===== src/rtl/instr_sequencer.sv =====
// Loadable program sequencer: issues program memory words to the datapath with a
// valid/stall handshake, loop mode and carry capture. Optional macro: SEQ_HALT_EN.
module instr_sequencer #(
  parameter int INSTR_W   = 16,
  parameter int DEPTH     = 32,
  parameter int ADDR_W    = 5,
  parameter int FLAG_W    = 5,
  parameter int CARRY_BIT = 3,
  parameter int COUNT_W   = 16
) (
  input  logic               clk,
  input  logic               reset,
  input  logic               prog_we,
  input  logic [ADDR_W-1:0]  prog_addr,
  input  logic [INSTR_W-1:0] prog_data,
  input  logic [ADDR_W:0]    prog_len,
  input  logic               loop_en,
  input  logic               start,
  input  logic               abort,
  input  logic               stall,
  input  logic [FLAG_W-1:0]  flags_in,
  output logic [INSTR_W-1:0] instr_out,
  output logic               instr_valid,
  output logic               cin_out,
  output logic [ADDR_W-1:0]  pc,
  output logic               busy,
  output logic               done,
  output logic [COUNT_W-1:0] issue_count
);

  typedef enum logic [1:0] {S_IDLE, S_RUN, S_DONE} state_t;

  localparam logic [ADDR_W:0] DEPTH_L = (ADDR_W+1)'(DEPTH);

  state_t             r_state;
  logic [INSTR_W-1:0] r_mem [DEPTH];
  logic [ADDR_W:0]    r_len;
  logic [FLAG_W-1:0]  r_flags;

  logic [ADDR_W:0]    w_len;
  logic [ADDR_W:0]    w_pc_inc;
  logic [ADDR_W-1:0]  w_pc_next;
  logic               w_accept;
  logic               w_last;
  logic               w_halt;

  assign w_len     = (prog_len > DEPTH_L) ? DEPTH_L : prog_len;
  assign w_accept  = instr_valid & ~stall;
  assign w_pc_inc  = {1'b0, pc} + 1'b1;
  assign w_pc_next = (w_pc_inc == r_len) ? '0 : w_pc_inc[ADDR_W-1:0];
  // pc always points one past the live word, so the live word is last exactly when pc wrapped to 0
  assign w_last    = (pc == '0);

`ifdef SEQ_HALT_EN
  assign w_halt = (instr_out[INSTR_W-1 -: 4] == 4'hF);
`else
  assign w_halt = 1'b0;
`endif

  always_ff @(posedge clk) begin
    if (prog_we && r_state != S_RUN && {1'b0, prog_addr} < DEPTH_L)
      r_mem[prog_addr] <= prog_data;
  end

  always_ff @(posedge clk) begin
    if (reset) begin
      r_state     <= S_IDLE;
      r_len       <= '0;
      r_flags     <= '0;
      instr_out   <= '0;
      instr_valid <= 1'b0;
      cin_out     <= 1'b0;
      pc          <= '0;
      busy        <= 1'b0;
      done        <= 1'b0;
      issue_count <= '0;
    end else if (abort) begin
      r_state     <= S_IDLE;
      instr_valid <= 1'b0;
      pc          <= '0;
      busy        <= 1'b0;
      done        <= 1'b0;
    end else begin
      case (r_state)
        S_IDLE, S_DONE: begin
          if (start) begin
            r_len       <= w_len;
            issue_count <= '0;
            if (w_len != '0) begin
              r_state     <= S_RUN;
              instr_out   <= r_mem[0];
              instr_valid <= 1'b1;
              pc          <= (w_len == (ADDR_W+1)'(1)) ? '0 : ADDR_W'(1);
              busy        <= 1'b1;
              done        <= 1'b0;
            end else begin
              r_state <= S_DONE;
              busy    <= 1'b0;
              done    <= 1'b1;
            end
          end
        end
        S_RUN: begin
          if (w_accept) begin
            r_flags <= flags_in;
            cin_out <= flags_in[CARRY_BIT];
            if (issue_count != '1)
              issue_count <= issue_count + 1'b1;
            if (w_halt || (w_last && !loop_en)) begin
              r_state     <= S_DONE;
              instr_valid <= 1'b0;
              busy        <= 1'b0;
              done        <= 1'b1;
            end else begin
              // looping after the last word reuses this path: pc==0 fetches mem[0]
              instr_out <= r_mem[pc];
              pc        <= w_pc_next;
            end
          end
        end
        default: r_state <= S_IDLE;
      endcase
    end
  end

endmodule


===== config.mk =====
export PLATFORM = sky130hd
export DESIGN_NAME = instr_sequencer
export DESIGN_NICKNAME = d
export VERILOG_FILES = /design/src/rtl/instr_sequencer.sv
export SDC_FILE = /design/constraint.sdc
export NUM_CORES = 1
export LEC_CHECK = 0
export CELL_PAD_IN_SITES_DETAIL_PLACEMENT = 1
export CELL_PAD_IN_SITES_GLOBAL_PLACEMENT = 2
export CORE_MARGIN = 3
export CORE_UTILIZATION = 51
export DETAILED_ROUTE_END_ITERATION = 12
export MAX_ROUTING_LAYER = met4
export PLACE_DENSITY = 0.92
export SLEW_MARGIN = 20
export SYNTH_ARGS = -nofsm -noshare
export SYNTH_HDL_FRONTEND = slang
export SYNTH_SLANG_ARGS = --single-unit

===== constraint.sdc =====
create_clock -name clk -period 6.85 [get_ports clk]
set_clock_uncertainty 0.05 [all_clocks]
set_input_delay 2.055 -clock clk [delete_from_list [all_inputs] [get_ports clk]]
set_output_delay 2.055 -clock clk [all_outputs]
set_load 0.005 [all_outputs]

==> reports/summary.txt <==
Status: completed
Rows: 75
Initial antenna violation count: 1
R2R setup slack: 3380 ps
Mean Syn Cell Area: 19.4 sq um
Fin nets: 1,313
Hold path start: done
Clock sink total: 566
Post-DR wirelength/cell: 30.7 microns
Syn Nets: 1,188
Max Cap Viol: 0
Post-synth top cells: 512 x edfxtp_1, 117 x mux4_2, 55 x nor2_1
DR pass1 iterations: 5
Hold path depth: 2
Synth top area share: 0.693
Root Buffer: clkbuf_16
Post-route antenna net violation count: 0
PD cells: 274 nW/um^2
Vias in the first global route: 12,810
Headroom to the max-slew limit: 0.330
Top cells by area, synth: edfxtp_1 69%, mux4_2 12%, dfxtp_1 4.9%, mux2i_1 1.9%, a22oi_1 1.3%
Slew of the pin with the lowest slew margin: 1000 ps
Worst skew pair latency: 620 ps
Hold Crit Class: flip-flop to flip-flop
Fraction of layout cells with a size suffix above 1: 0.214
CTS tree: yes
R2R cell count: 5
Ports: 80
Initial Utilization: 0.523
Final hold violations: 0
Kind of end point of the critical path: flip-flop
Sequential fraction of the synthesis area: 0.742
Synth Flop Type: edfxtp_1
Remaining routing DRC violations: 0
H-tree level count: 2
Crit Path Class: primary input to flip-flop
Post-synth ARST share: 0
Vias: 12,132
RR Endpoint: instr_out[15]
Postcts setup bufs: 0
CP cell instances: clkdlybuf4s50_1, nand4_1, nor2_1, buf_4
Area of the multi-input gates: 5400 sq um
Count leader, synth: edfxtp_1
PortBufs: 75
Yosys top cell by area: edfxtp_1
Maximum clock frequency: 243 MHz
Clock Pin Slew Worst Setup and Hold Paths: 60 ps
Post-cts sizing count: 0
CP max FO: 9
Peak supply drop: 0.252 mV
Count of warnings emitted by yosys: 0
Total grt overflow: 0
Smallest hold slack: 436 ps
CP max stage cell: nor2_1
Max stage delay on crit path: 930 ps
Deepest clock path buffer count: 3
Crit path DAT: 4380 ps
Die Area: 46,000 sq um
GRT Overall Usage: 0.261
RSZ-0062 raised after global routing: no
LEAKAGE: 7.79 nW
Synthesized area: 22,200 sq um
Unique masters post-synth: 64
Vias/cell: 6.40
Number of synthesized register bits: 566
Worst Path Required: 7110 ps
Area Growth Syn to Fin: 14.9%
Drt total wl: 58,200 microns
Largest net degree at the start of global routing: 90
Hold EP: done
Slew Limit Fails: 0
Final setup vio count: 0
# hold bufs at CTS: 0
Synth Instances: 1,146
TritonCTS Buffers: 56
First-pass GRT wire length: 85,800 microns
Setup TNS: 0 ps
Dpl ws: 2160 ps
Sequential Area: 16,500 sq um
EDFF count, synth: 512
FILL cells: 3,705
Tcrit/Tclk final: 0.601
Die Ht: 215 microns
Core area: 42,400 sq um
Tmin final: 4120 ps
Initial DRC count: 1,565
Final setup margin: 2730 ps
Dpl hpwl: 34,800 microns
Die X: 215 microns
RePlAce Congestion: 0.801
Worst setup SP type: primary input
-- flip-flops by register name, summed over array words and instances (netlist names), named ones only --
signal       flops
pc               5
cin_out          1
r_state          2
issue_count     16
busy             1
r_mem          512
done             1
instr_valid      1
instr_out       16
r_len            6
-- cells in the final DEF (no fill, tap or decap), types with 3 or more instances in the layout --
master           synthesis  layout
a21oi_1                 28      28
a221oi_1                11      11
a22o_1                  10      10
a22oi_1                 38      38
a31oi_1                  4       4
and2_1                  19      19
buf_2                   24      10
buf_4                    9      49
bufinv_16                0       3
clkbuf_1                21      10
clkbuf_16                0      56
clkbuf_8                 2       4
clkdlybuf4s50_1          0      65
clkinv_1                 0      20
clkinv_2                 0       8
dfxtp_1                 54      51
edfxtp_1               512     512
ha_1                     3       3
inv_1                    9       9
mux2i_1                 43      43
mux4_2                 117     117
nand2_1                 25      25
nand2b_1                 4       4
nand3_1                 11      11
nand3b_1                 8       8
nand4_1                 13      13
nor2_1                  55      55
nor3_1                   4       3
o2111ai_1                3       3
o21ai_0                 34      34
o22ai_1                  4       4
o2bb2ai_1               11      11
o31ai_1                  5       5
or3_1                   10      10
xnor2_1                  7       7
xor2_1                   7       7
-- metrics by stage --
stage	util	power, mW	area (sq um)	std cells
after CTS	0.601	7.04	25500	1895
after global placement	0.560	4.11	23800	1789
final	0.601	6.99	25500	1897
after detailed placement	0.560	4.13	23800	1789
after global routing	0.601	7.20	25500	1897
after floorplan	-	3.99	22200	1146
-- critical path: cells and delay by family --
family                 cells  cell delay (ps)
AND/OR/NAND/NOR            2             1450
buffers and inverters      2              870
-- metal layers --
| metal | GRT usage | wire [microns] |
|---|---|---|
| met1 | 0.333 | 22500 |
| met2 | 0.427 | 29200 |
| met3 | 0.0506 | 4540 |
| met4 | 0.0856 | 1930 |
| met5 | - | 0 |
-- area by class of cell --
class                   count  share of cell area
inverters                   9             0.00133
well taps                 577              0.0283
flip-flops and latches    566               0.646
clock inverters            37              0.0108
clock buffers              69              0.0581
multi-input cells         512               0.212
repair buffers            126              0.0433
diodes                      1           0.0000982
-- power by group --
group          total (mW)  switching (mW)  internal, mW
clock                2.94            1.29          1.65
sequential           3.81          0.0220          3.79
combinational       0.243           0.156        0.0871
-- cell families after synthesis --
group	after synthesis	synth area share
DFF	566	0.742
and+or+nand+nor	169	0.0413
AOI/OAI and AO/OA	166	0.0558
muxes	160	0.138
buffers and inverters	68	0.0158
xor gates and xnor gates	14	0.00553
adders and majority gates	3	0.00169
-- worst max-delay path by stage --
stage,cells past startpoint,from,to,slack [ps]
final,4,prog_addr[0],r_mem[23][14],2730
after global routing,4,prog_addr[0],r_mem[23][15],2720
after CTS,6,start,instr_out[6],2750
after detailed placement,4,prog_addr[0],r_mem[23][9],2160
after global placement,4,prog_addr[0],r_mem[19][2],2280
after floorplan,3,prog_addr[1],r_mem[20][0],3100
(Power assumes the default switching activity.)
